[config.mk]
export PLATFORM = sky130hd
export DESIGN_NAME = adv7511_init_seq_flat
export DESIGN_NICKNAME = d
export VERILOG_FILES = /design/src/rtl/adv7511_init_seq_pkg.sv /design/src/rtl/adv7511_init_seq_if.sv /design/src/rtl/adv7511_init_seq_hpd_debounce.sv /design/src/rtl/adv7511_init_seq.sv /design/src/flat_wrapper.sv
export SDC_FILE = /design/constraint.sdc
export NUM_CORES = 1
export LEC_CHECK = 0
export CAP_MARGIN = 20
export CORE_MARGIN = 1.5
export CORE_UTILIZATION = 52
export DETAILED_ROUTE_END_ITERATION = 12
export PLACE_DENSITY_LB_ADDON = 0.08
export SYNTH_ARGS = -nofsm -noshare
export SYNTH_HDL_FRONTEND = slang
export SYNTH_SLANG_ARGS = --single-unit
export TNS_END_PERCENT = 10
[constraint.sdc]
create_clock -name clk -period 2.8 [get_ports clk]
set_input_delay 0.42 -clock clk [delete_from_list [all_inputs] [get_ports clk]]
set_output_delay 0.42 -clock clk [all_outputs]
set_load 0.005 [all_outputs]
[src/rtl/adv7511_init_seq_pkg.sv]
// Shared types and table-entry helpers for the ADV7511 register-init sequencer.
package adv7511_init_pkg;

  typedef enum logic [2:0] {
    ST_IDLE,
    ST_WAIT_HPD,
    ST_FETCH,
    ST_ISSUE,
    ST_WAIT_RSP,
    ST_DONE,
    ST_ERROR
  } state_t;

  localparam logic [7:0] END_MARKER = 8'hFF;

  localparam int ENTRY_W = 16;
  localparam int REG_MSB = 15;
  localparam int REG_LSB = 8;
  localparam int VAL_MSB = 7;
  localparam int VAL_LSB = 0;

  function automatic logic [7:0] entry_reg(input logic [ENTRY_W-1:0] entry);
    return entry[REG_MSB:REG_LSB];
  endfunction

  function automatic logic [7:0] entry_val(input logic [ENTRY_W-1:0] entry);
    return entry[VAL_MSB:VAL_LSB];
  endfunction

  function automatic logic is_end(input logic [ENTRY_W-1:0] entry);
    return entry_reg(entry) == END_MARKER;
  endfunction

endpackage

[src/rtl/adv7511_init_seq_if.sv]
// Command/response bus between the init sequencer and the byte-level I2C master.
interface adv7511_init_seq_if;
  logic       cmd_valid;
  logic       cmd_ready;
  logic [6:0] cmd_dev;
  logic [7:0] cmd_reg;
  logic [7:0] cmd_data;
  logic       rsp_valid;
  logic       rsp_nack;

  // master: the sequencer issuing writes; slave: the I2C engine serving them
  modport master (
    output cmd_valid, cmd_dev, cmd_reg, cmd_data,
    input  cmd_ready, rsp_valid, rsp_nack
  );

  modport slave (
    input  cmd_valid, cmd_dev, cmd_reg, cmd_data,
    output cmd_ready, rsp_valid, rsp_nack
  );
endinterface

[src/rtl/adv7511_init_seq_hpd_debounce.sv]
// Two-flop synchroniser plus stability counter for the raw hot-plug-detect pin.
module hpd_debounce #(
  parameter int HPD_DEBOUNCE = 1000
) (
  input  logic clk,
  input  logic rst,
  input  logic hpd,
  output logic level,
  output logic fall
);
  localparam int CW = (HPD_DEBOUNCE > 1) ? $clog2(HPD_DEBOUNCE) : 1;
  localparam logic [CW-1:0] CNT_LAST = CW'(HPD_DEBOUNCE - 1);

  logic [1:0]    sync_reg;
  logic [CW-1:0] cnt_reg;
  logic          level_reg;
  logic          fall_reg;

  always_ff @(posedge clk) begin
    if (rst) begin
      sync_reg  <= '0;
      cnt_reg   <= '0;
      level_reg <= 1'b0;
      fall_reg  <= 1'b0;
    end else begin
      sync_reg <= {sync_reg[0], hpd};
      fall_reg <= 1'b0;
      if (sync_reg[1] == level_reg) begin
        cnt_reg <= '0;
      end else if (cnt_reg == CNT_LAST) begin
        // accepting a new level; it is a fall exactly when the old one was high
        level_reg <= sync_reg[1];
        fall_reg  <= level_reg;
        cnt_reg   <= '0;
      end else begin
        cnt_reg <= cnt_reg + 1'b1;
      end
    end
  end

  assign level = level_reg;
  assign fall  = fall_reg;
endmodule

[src/rtl/adv7511_init_seq.sv]
// Walks a register/value table and writes each entry to the ADV7511 over I2C,
// gated on debounced HPD, with per-entry retries and automatic re-run on re-plug.
module adv7511_init_seq
  import adv7511_init_pkg::*;
#(
  parameter logic [6:0] DEV_ADDR     = 7'h39,
  parameter int         NUM_REGS     = 32,
  parameter int         RETRY_MAX    = 3,
  parameter int         HPD_DEBOUNCE = 1000,
  parameter int         RSP_TIMEOUT  = 65535,
  localparam int        IW           = (NUM_REGS > 1) ? $clog2(NUM_REGS) : 1
) (
  input  logic                clk,
  input  logic                rst,
  input  logic                start,
  input  logic                hpd,
  output logic [IW-1:0]       tbl_addr,
  input  logic [ENTRY_W-1:0]  tbl_data,
  adv7511_init_seq_if.master  bus,
  output logic                busy,
  output logic                done,
  output logic                error,
  output logic [IW-1:0]       err_index
);
  localparam int RW = (RETRY_MAX > 0) ? $clog2(RETRY_MAX + 1) : 1;
  localparam int TW = (RSP_TIMEOUT > 1) ? $clog2(RSP_TIMEOUT + 1) : 1;
  localparam logic [IW-1:0] IDX_LAST  = IW'(NUM_REGS - 1);
  localparam logic [RW-1:0] RETRY_LIM = RW'(RETRY_MAX);
  localparam logic [TW-1:0] TMO_LAST  = TW'(RSP_TIMEOUT - 1);

  logic hpd_level;
  logic hpd_fall;

  hpd_debounce #(.HPD_DEBOUNCE(HPD_DEBOUNCE)) u_hpd (
    .clk   (clk),
    .rst   (rst),
    .hpd   (hpd),
    .level (hpd_level),
    .fall  (hpd_fall)
  );

  state_t        state_reg, state_next;
  logic [IW-1:0] index_reg, index_next;
  logic [RW-1:0] retry_reg, retry_next;
  logic [TW-1:0] tmo_reg, tmo_next;
  logic          fetch_phase_reg, fetch_phase_next;
  logic [7:0]    reg_addr_reg, reg_addr_next;
  logic [7:0]    reg_val_reg, reg_val_next;
  logic          cmd_valid_reg, cmd_valid_next;
  logic          busy_reg, busy_next;
  logic          done_reg, done_next;
  logic          error_reg, error_next;
  logic [IW-1:0] err_index_reg, err_index_next;

  always_ff @(posedge clk) begin
    if (rst) begin
      state_reg       <= ST_IDLE;
      index_reg       <= '0;
      retry_reg       <= '0;
      tmo_reg         <= '0;
      fetch_phase_reg <= 1'b0;
      reg_addr_reg    <= '0;
      reg_val_reg     <= '0;
      cmd_valid_reg   <= 1'b0;
      busy_reg        <= 1'b0;
      done_reg        <= 1'b0;
      error_reg       <= 1'b0;
      err_index_reg   <= '0;
    end else begin
      state_reg       <= state_next;
      index_reg       <= index_next;
      retry_reg       <= retry_next;
      tmo_reg         <= tmo_next;
      fetch_phase_reg <= fetch_phase_next;
      reg_addr_reg    <= reg_addr_next;
      reg_val_reg     <= reg_val_next;
      cmd_valid_reg   <= cmd_valid_next;
      busy_reg        <= busy_next;
      done_reg        <= done_next;
      error_reg       <= error_next;
      err_index_reg   <= err_index_next;
    end
  end

  always_comb begin
    state_next       = state_reg;
    index_next       = index_reg;
    retry_next       = retry_reg;
    tmo_next         = tmo_reg;
    fetch_phase_next = 1'b0;
    reg_addr_next    = reg_addr_reg;
    reg_val_next     = reg_val_reg;
    cmd_valid_next   = 1'b0;
    done_next        = done_reg;
    error_next       = error_reg;
    err_index_next   = err_index_reg;

    unique case (state_reg)
      ST_IDLE: begin
        if (start) begin
          state_next = ST_WAIT_HPD;
          index_next = '0;
          retry_next = '0;
        end
      end
      ST_WAIT_HPD: begin
        if (hpd_level) state_next = ST_FETCH;
      end
      ST_FETCH: begin
        if (!hpd_level) begin
          state_next = ST_WAIT_HPD;
          index_next = '0;
          retry_next = '0;
        end else if (!fetch_phase_reg) begin
          // first cycle only presents the address to the external ROM
          fetch_phase_next = 1'b1;
        end else begin
          reg_addr_next = entry_reg(tbl_data);
          reg_val_next  = entry_val(tbl_data);
          if (is_end(tbl_data)) begin
            state_next = ST_DONE;
            done_next  = 1'b1;
          end else begin
            state_next     = ST_ISSUE;
            cmd_valid_next = 1'b1;
          end
        end
      end
      ST_ISSUE: begin
        // a handshake in the same cycle as an HPD drop wins; the response is drained later
        if (bus.cmd_ready) begin
          state_next = ST_WAIT_RSP;
          tmo_next   = '0;
        end else if (!hpd_level) begin
          state_next = ST_WAIT_HPD;
          index_next = '0;
          retry_next = '0;
        end else begin
          cmd_valid_next = 1'b1;
        end
      end
      ST_WAIT_RSP: begin
        tmo_next = tmo_reg + 1'b1;
        if (bus.rsp_valid || (tmo_reg == TMO_LAST)) begin
          if (!hpd_level) begin
            state_next = ST_WAIT_HPD;
            index_next = '0;
            retry_next = '0;
          end else if (bus.rsp_valid && !bus.rsp_nack) begin
            retry_next = '0;
            if (index_reg == IDX_LAST) begin
              index_next = '0;
              state_next = ST_DONE;
              done_next  = 1'b1;
            end else begin
              index_next = index_reg + 1'b1;
              state_next = ST_FETCH;
            end
          end else if (retry_reg < RETRY_LIM) begin
            retry_next     = retry_reg + 1'b1;
            state_next     = ST_ISSUE;
            cmd_valid_next = 1'b1;
          end else begin
            err_index_next = index_reg;
            error_next     = 1'b1;
            state_next     = ST_ERROR;
          end
        end
      end
      ST_DONE: begin
        if (hpd_fall || start) begin
          state_next = ST_WAIT_HPD;
          done_next  = 1'b0;
          index_next = '0;
          retry_next = '0;
        end
      end
      ST_ERROR: begin
        if (start) begin
          state_next = ST_WAIT_HPD;
          error_next = 1'b0;
          index_next = '0;
          retry_next = '0;
        end
      end
      default: state_next = ST_IDLE;
    endcase

    busy_next = (state_next != ST_IDLE) && (state_next != ST_DONE) && (state_next != ST_ERROR);
  end

  assign tbl_addr      = index_reg;
  assign bus.cmd_valid = cmd_valid_reg;
  assign bus.cmd_dev   = DEV_ADDR;
  assign bus.cmd_reg   = reg_addr_reg;
  assign bus.cmd_data  = reg_val_reg;
  assign busy          = busy_reg;
  assign done          = done_reg;
  assign error         = error_reg;
  assign err_index     = err_index_reg;
endmodule
[src/flat_wrapper.sv]
// flat-port wrapper written by rule: the top's interface ports become plain ports
module adv7511_init_seq_flat import adv7511_init_pkg::*;
#(
  parameter logic [6:0] DEV_ADDR     = 7'h39,
  parameter int         NUM_REGS     = 32,
  parameter int         RETRY_MAX    = 3,
  parameter int         HPD_DEBOUNCE = 1000,
  parameter int         RSP_TIMEOUT  = 65535,
  localparam int        IW           = (NUM_REGS > 1) ? $clog2(NUM_REGS) : 1
)
  (clk, rst, start, hpd, tbl_addr, tbl_data, busy, done, error, err_index, bus_cmd_valid, bus_cmd_dev, bus_cmd_reg, bus_cmd_data, bus_cmd_ready, bus_rsp_valid, bus_rsp_nack);
  adv7511_init_seq_if bus_i ();
  input  logic clk;
  input  logic rst;
  input  logic start;
  input  logic hpd;
  output logic [IW-1:0] tbl_addr;
  input  logic [ENTRY_W-1:0] tbl_data;
  output logic busy;
  output logic done;
  output logic error;
  output logic [IW-1:0] err_index;
  output wire logic [$bits(bus_i.cmd_valid)-1:0] bus_cmd_valid;
  output wire logic [$bits(bus_i.cmd_dev)-1:0] bus_cmd_dev;
  output wire logic [$bits(bus_i.cmd_reg)-1:0] bus_cmd_reg;
  output wire logic [$bits(bus_i.cmd_data)-1:0] bus_cmd_data;
  input wire logic [$bits(bus_i.cmd_ready)-1:0] bus_cmd_ready;
  input wire logic [$bits(bus_i.rsp_valid)-1:0] bus_rsp_valid;
  input wire logic [$bits(bus_i.rsp_nack)-1:0] bus_rsp_nack;
  assign bus_cmd_valid = bus_i.cmd_valid;
  assign bus_cmd_dev = bus_i.cmd_dev;
  assign bus_cmd_reg = bus_i.cmd_reg;
  assign bus_cmd_data = bus_i.cmd_data;
  assign bus_i.cmd_ready = bus_cmd_ready;
  assign bus_i.rsp_valid = bus_rsp_valid;
  assign bus_i.rsp_nack = bus_rsp_nack;
  adv7511_init_seq #(.DEV_ADDR(DEV_ADDR), .NUM_REGS(NUM_REGS), .RETRY_MAX(RETRY_MAX), .HPD_DEBOUNCE(HPD_DEBOUNCE), .RSP_TIMEOUT(RSP_TIMEOUT)) u_core (.clk(clk), .rst(rst), .start(start), .hpd(hpd), .tbl_addr(tbl_addr), .tbl_data(tbl_data), .bus(bus_i), .busy(busy), .done(done), .error(error), .err_index(err_index));
endmodule
# Word-level counts from Yosys, hierarchy flattened
# Index checks and enable logic that the tools add are counted.
# totals
reg_bits	66
latch_bits	0
ram_bits	0
mem_bits_ro	0
input_bits	23
wordCells	140
mem_count	0
# classes
addsub	4
multipliers	0
div_mod_pow	0
n_lt_le_gt_ge	1
n_eq_ne	29
n_shift	0
mux	60
n_bitwise	6
n_reduce_logical	24
# op_table
op	n
$mux W5	8
$mux W3	13
$pmux W16 S2	1
$pmux W5 S5	1
$mux W1	23
$pmux W3 S6	1
$reduce_and A6 Y1	3
$add A16 B1 Y16 const B	1
$eq A16 B16 Y1 const B	1
$mux W16	1
$mux W2	8
$ne A2 B1 Y1 const B	7
$ne A2 B2 Y1 const B	7
$add A10 B1 Y10 const B	1
$eq A10 B10 Y1 const B	1
$pmux W2 S5	1
$eq A3 B3 Y1 const B	3
$reduce_and A9 Y1	1
$reduce_or A3 Y1	3
$eq A8 B8 Y1 const B	1
$eq A3 B2 Y1 const B	2
$ne A3 B3 Y1 const B	2
$not A1 Y1	6
$pmux W1 S3	2
20 further kinds	26

# Depth between registers and ports, before layout
# Gate-level depths: netlist of run 1.
# logic_depth
ltp_word	9
ltp_mapped	9
mapped_depth_nobuf	9

# Cells and area by module
# Synthesis of run 1 repeated with hierarchy kept, for this count alone.
# unflattened
hier_cells	393
area_unflattened_um2	3195.6
# modules_own_cells
module	n_inst	cells_per_inst	area_each_um2
adv7511_init_seq	1	326	2580.0
hpd_debounce	1	67	615.6

# Worst setup path after synthesis of run 1
# Ideal clock, no wire load.
# synth_timing
path_kind	reg2reg
from	register u_core.state_reg[0]
to	register u_core.tmo_reg[15]
setup_ps	65
t_arrival_ps	1890
required_ps	2735
slack_ps	845
path_stages_with_launch	9
n_path_buf	2
synth_period_minus_slack_ps	1955
path_cell_list	dfxtp_1 -> buf_2 -> or3b_1 -> clkbuf_1 -> nor2_1 -> nand3_1 -> nor3_1 -> mux2_2 -> nor2_1
# synth_via
elab_chain_len	3
elab_cells_between_ends	6
# synth_rtl
item	line_no	source
start, declared	adv7511_init_seq.sv:42	state_t state_reg, state_next;
start signal, assigned	adv7511_init_seq.sv:70	state_reg <= state_next;
$eq A3 B2 Y1 or $eq A3 B3 Y1 (tied branches)	adv7511_init_seq.sv:98	unique case (state_reg)
$ne A2 B2 Y1 (no line) or $reduce_bool A2 Y1 (tied branches)	n/a	
$reduce_and A2 Y1 (no line)	n/a	
end signal, assigned	adv7511_init_seq.sv:73	tmo_reg <= tmo_next;
end, declared	adv7511_init_seq.sv:45	logic [TW-1:0] tmo_reg, tmo_next;
# Parallel ways exist; a longest one is shown, timed or not.
# A chain may end at the register's enable or synchronous reset.

# Final worst setup path of run 1
# layout_timing
from	register u_core.state_reg[2]
to	register u_core.tmo_reg[15]
# Same word-level chain as after synthesis.

==> flow_summary.ini, run 1 <==
[status]
status = finished clean

[final_layout]
register_area_um2 = 1321
diodes = 0
area_delta_synth_final_pct = 23.79
multiInputGateArea_um2 = 1653
fillers = 486
finalNetCount = 456
largest_register_ffs = 16
layout_common_cells = dfxtp_1 (66), nand2_1 (61), clkdlybuf4s50_1 (51)
final_common_cell = dfxtp_1
final_layout_size_suffix_gt1_share_pct = 8.817

[worst_setup_path]
criticalPathCategory = reg -> reg
path_cells = or3b_1, nor2_1, nand3_1, nor3_1, mux2_2, nor2_1
cp_common_cell = nor2_1
arrival_ns = 2.57
cp_slowest_cell = or3b_1
worstPathRequired_ns = 3.08
r2r_cells = 6
start_kind = flip-flop
r2r_end = u_core.tmo_reg[15]
end_kind = flip-flop
r2r_slack_ns = 0.52
worstPathMaxFanout = 10
slowest_delay_ns = 0.53
r2r_start = u_core.state_reg[2]

[pwr]
p_int_mw = 1.420
switching_power_mw = 0.4049
p_sw_share_pct = 22.19
p_per_area_nw_per_um2 = 473.4
vdd_drop_max_v = 0.0004746
pwr-share-clk_pct = 43.2
leakagePower_nw = 1.321
seqPwrFrac_pct = 51.8
combPwrFrac_pct = 5.0

[logic_synthesis]
synth_top_area_share_pct = 42.44
synthMuxAreaShare_pct = 3.376
synth_ff_type = dfxtp_1
syn_area_per_cell_um2 = 8.279
async_reset_ff_share_pct = 0
ys_warn_count = 0
synthesis.area_um2 = 3113
ys_seq_area_share_pct = 42.44
synth-xor-area-share_pct = 2.814
synthAdderAreaFrac_pct = 2.814
synth-compound-area-share_pct = 14.75
ys_top_cells_by_area = dfxtp_1 (42%), nand2_1 (7.4%), a21oi_1 (5.6%)
ys_seq_elements = 66
ys_types = 55
synth_edf_count = 0
yosys.area.top_type = dfxtp_1
syn_inst = 376
synthSimpleGateAreaFrac_pct = 28.50
synth_top_family_by_area = simple AND/OR/NAND/NOR gates

[sta]
hold_violations = 0
finClkSkew_ns = 0.007579
tightest_slew_ns = 0.6535
post-route-period-util_pct = 81.59
drv_slew = 0
setup_viol = 0
layout_min_cycle_time_ns = 2.285
slew-limit-headroom_pct = 56.14
setup_slack_ns = 0.5155
rsz0062_at_grt = false
fmax_mhz = 437.7
fin_tns_setup_ns = 0

[clocking]
post_cts_buffers = 0
cts_hold_buffers = 0
clock_latency_ns = 0.34
clock_sinks = 66
htree_levels = 3
tritoncts = done
path_clk_slew_ns = 0.07
clockBufferDepth = 2
cts-root-buf = clkbuf_8
cts_resized = 0
cts_buffers = 9

[floorplan]
start_util_pct = 55.18
die_h_um = 80.37
num_io_pins = 60
chipWidth_um = 80.37
row_count = 27
die_area_um2 = 6459
core_area_um2 = 5642

[place]
gp_congestion = 0.8405
port_buffers = 52
pre_cts_slack_ns = 0.2904
hpwl_um = 4787

[global_route]
grt_antenna_before_repair = 0
grt_max_degree = 38
grt_pass1_wl_um = 11420
grt_usage_pct = 22.70
grt_pass1_vias = 2603
overflow = 0

[worst_hold_path]
holdCritPathClass = reg -> reg
whs_endpoint = u_core.u_hpd.cnt_reg[0]
whs_path_depth = 1
min_from = u_core.u_hpd.cnt_reg[0]

[drt]
vias_per_cell = 5.533
drt_iter0_markers = 111
ant_nets = 0
vias = 2783
drt_first_pass_iters = 5
drt-wirelength-per-cell_um = 13.40
drc_errors = 0
drt-total-wl_um = 6739

[flow_run]
maxCapViolCount = 0
-- routing by layer --
metal  up-vias  global-route usage [%]  share of wire [%]
li1       1403                       -                  -
met1      1306                   26.18                 44
met2        60                   39.16                 50
met3        14                   5.114                4.3
met4         0                   11.38                1.8
met5         -                       0                  0
-- Yosys cell counts (all sizes together), types with 2 or more instances --
cell type and n:
dfxtp 66, nand2 61, nor2 37, a21oi 35
buf 12, clkbuf 12, nand3 11, o21ai 11
inv 9, nand4 8, nor2b 8, xnor2 8
ha 7, nand2b 7, nor3 7, or3 7
mux2i 6, o211ai 6, and3 5, a31oi 4
mux2 4, nor3b 4, or2 4, or4 4
a311oi 3, or3b 3, a221oi 2, conb 2
nand3b 2, nor4 2, xor2 2
-- metrics by stage --
step	total power, mW	utilization, %	instances	area [um2]	hold WS [ns]
floorplan	1.017	-	381	3132	0.4132
global placement	1.057	64.85	487	3659	0.4174
detailed placement	1.058	64.85	487	3659	0.4358
CTS	1.844	68.31	503	3854	0.4513
global route	1.890	68.31	503	3854	0.4686
finish	1.825	68.31	503	3854	0.4458
-- power by group through the flow --
stage,sequential (mW),clock (mW),combinational (mW)
2_1_floorplan,0.966,0,0.0513
3_3_place_gp,0.967,0,0.0896
3_5_place_dp,0.967,0,0.0908
4_1_cts,0.945,0.808,0.0908
5_1_grt,0.946,0.844,0.100
6_report,0.946,0.788,0.0907
-- worst max-delay path by stage --
stage | start | to | slack, ns | depth (start not counted)
after floorplan | u_core.state_reg[0] | u_core.tmo_reg[15] | 0.84 | 8
after global placement | start | u_core.tbl_addr[3] | 0.34 | 6
after global routing | u_core.state_reg[2] | u_core.err_index[4] | 0.26 | 6
after detailed placement | start | u_core.tbl_addr[3] | 0.29 | 6
final | u_core.state_reg[2] | u_core.tmo_reg[15] | 0.52 | 6
after CTS | u_core.state_reg[2] | u_core.err_index[4] | 0.51 | 6
-- worst max-delay path, delay by kind of cell, from the launching register on --
kind	cells	cell delay, ns
simple gates	5	1.35
mux	1	0.36
flops	1	0.52
-- cells by family after synthesis --
| group | Yosys count |
|---|---|
| and+or+nand+nor | 175 |
| AOI/OAI and AO/OA | 73 |
| DFF | 66 |
| buffers and inverters | 33 |
| xor gates and xnor gates | 10 |
| muxes | 10 |
| adders and majority gates | 7 |
| other | 2 |
-- area by class of cell --
| class | count | area share (%) |
|---|---|---|
| inverters | 9 | 0.8766 |
| flip-flops and latches | 66 | 34.29 |
| well taps | 72 | 2.338 |
| multi-input cells | 282 | 42.89 |
| repair buffers | 58 | 14.55 |
| clock buffers | 11 | 3.669 |
| clock inverters | 5 | 1.396 |
Note: power is estimated with default switching activity, not from simulation.
==> inputs of run 2 (changes only) <==
Clock period 2.8 ns to 2.3 ns, I/O delays scaled along.
==> run 2 against run 1 <==
- critical path depth up 1
- sequential power up 23%
- cell area up 2.1%
- combinational power up 29%
- critical endpoint is now u_core.tbl_addr[3]
- clock-buffer cell count up 3
==> flow_summary.ini, run 2 (synthesis results as in run 1) <==
[sta]
finClkSkew_ns = 0.008230
setup_slack_ns = 0.1939
layout_min_cycle_time_ns = 2.106
post-route-period-util_pct = 91.57
hold_violations = 0
fmax_mhz = 474.8
whs_ns = 0.4457
setup_viol = 0
drv_slew = 0

[final_layout]
diodes = 0
final_layout_size_suffix_gt1_share_pct = 11.51
layout_common_cells = dfxtp_1 (65), nand2_1 (61), clkdlybuf4s50_1 (51)
multiInputGateArea_um2 = 1657
largest_register_ffs = 16
fillers = 462
area_delta_synth_final_pct = 26.45
register_area_um2 = 1323
finalNetCount = 468
finish.instance_area_um2 = 3936
final_common_cell = dfxtp_1

[floorplan]
die_h_um = 80.37
core_area_um2 = 5642
num_io_pins = 60
chipWidth_um = 80.37
row_count = 27
start_util_pct = 55.18
die_area_um2 = 6459

[worst_hold_path]
holdCritPathClass = reg -> reg

[drt]
drt-wirelength-per-cell_um = 13.25
ant_nets = 0
vias = 2782
drt_iter0_markers = 117
vias_per_cell = 5.402
drc_errors = 0
drt_first_pass_iters = 4
drt-total-wl_um = 6826

[pwr]
vdd_drop_max_v = 0.0003322
leakagePower_nw = 1.373
p_per_area_nw_per_um2 = 547.9

[place]
gp_congestion = 0.8554
placed_area_um2 = 3749
pre_cts_slack_ns = 0.1184
port_buffers = 52
hpwl_um = 4997

[worst_setup_path]
cp_slowest_cell = dfxtp_1
arrival_ns = 2.37
worstPathMaxFanout = 10
slowest_delay_ns = 0.52
start_kind = flip-flop
end_kind = flip-flop
worstPathRequired_ns = 2.56
criticalPathCategory = reg -> reg
path_cells = nand2b_1, buf_4, nor3b_1, buf_4, nand2b_1, or4_1, a21oi_1
cp_top_family = simple AND/OR/NAND/NOR gates
critical_path_buf_inv_count = 2

[clocking]
clock_sinks = 66
cts-root-buf = clkbuf_8
htree_levels = 3
clock_latency_ns = 0.33
cts_buffers = 9
tritoncts = done
clockBufferDepth = 2
path_clk_slew_ns = 0.07

[flow_run]
maxCapViolCount = 0

[global_route]
grt_pass1_wl_um = 11640
overflow = 0
use_met3_pct = 4.886
top_usage_layer = met2
grt_max_degree = 27
grt_pass1_vias = 2603
grt.met2_usage_pct = 39.41
grt_usage_pct = 23.25
grt_use_met1_pct = 28.35
grt_antenna_before_repair = 0

[status]
status = finished clean
[run 2: report_power, final]
| part | switching [mW] | internal [mW] |
|---|---|---|
| Combinational | 0.0551 | 0.0616 |
| Clock | 0.407 | 0.477 |
| Sequential | 0.00709 | 1.15 |
| Total | 0.469 | 1.69 |
[run 2: per-stage QoR]
stage / util [%] / power, mW / instances / TNS, ns
detailed placement: 66.44 / 1.297 / 499 / 0
finish: 69.77 / 2.157 / 515 / 0
global route: 69.77 / 2.247 / 515 / -0.2507
floorplan: - / 1.238 / 381 / 0
global placement: 66.44 / 1.295 / 499 / 0
CTS: 69.68 / 2.182 / 515 / 0
[run 2: layout make-up]
type	count	area share [%]
tap	72	2.289
sequential	66	33.60
timing repair buffer	70	16.53
multi-input combinational	282	42.09
clock buffer	14	4.387
inverter	9	0.8582
clock inverter	2	0.2543
[run 2: final timing paths]
kind	startpoint	end	slack, ns	cells after the start
worst min register to register	u_core.u_hpd.sync_reg[0]	u_core.u_hpd.sync_reg[1]	0.45	1
worst max register to register	u_core.state_reg[2]	u_core.tbl_addr[3]	0.19	7
worst min-delay path	u_core.u_hpd.sync_reg[0]	u_core.u_hpd.sync_reg[1]	0.45	1
worst max-delay path	u_core.state_reg[2]	u_core.tbl_addr[3]	0.19	7
[run 2: per-layer routing]
layer	wire length, um	up-vias
met5	0	-
met4	85	0
met3	273	7
met2	3421	54
met1	3045	1292
li1	-	1429
[run 2: worst register-to-register path, delay by kind of cell, from the launching register on]
kind | cells | cell delay, ns
simple gates | 4 | 1.01
flops | 1 | 0.52
buf+inv | 2 | 0.36
compound gates | 1 | 0.15
[run 2: repair_timing]
item | in CTS | in global routing
setup endpoints to repair | 0 | 7
setup buffers | 0 | 0
resized for setup | 0 | 3
hold buffers | 0 | 0
hold endpoints to repair | 0 | 0
==> inputs of run 3 (changes only) <==
Settings changed: SKIP_CTS_REPAIR_TIMING set to 1.
==> results of run 3 <==
No change in the layout: final DEF, timing and power equal those of run 2.
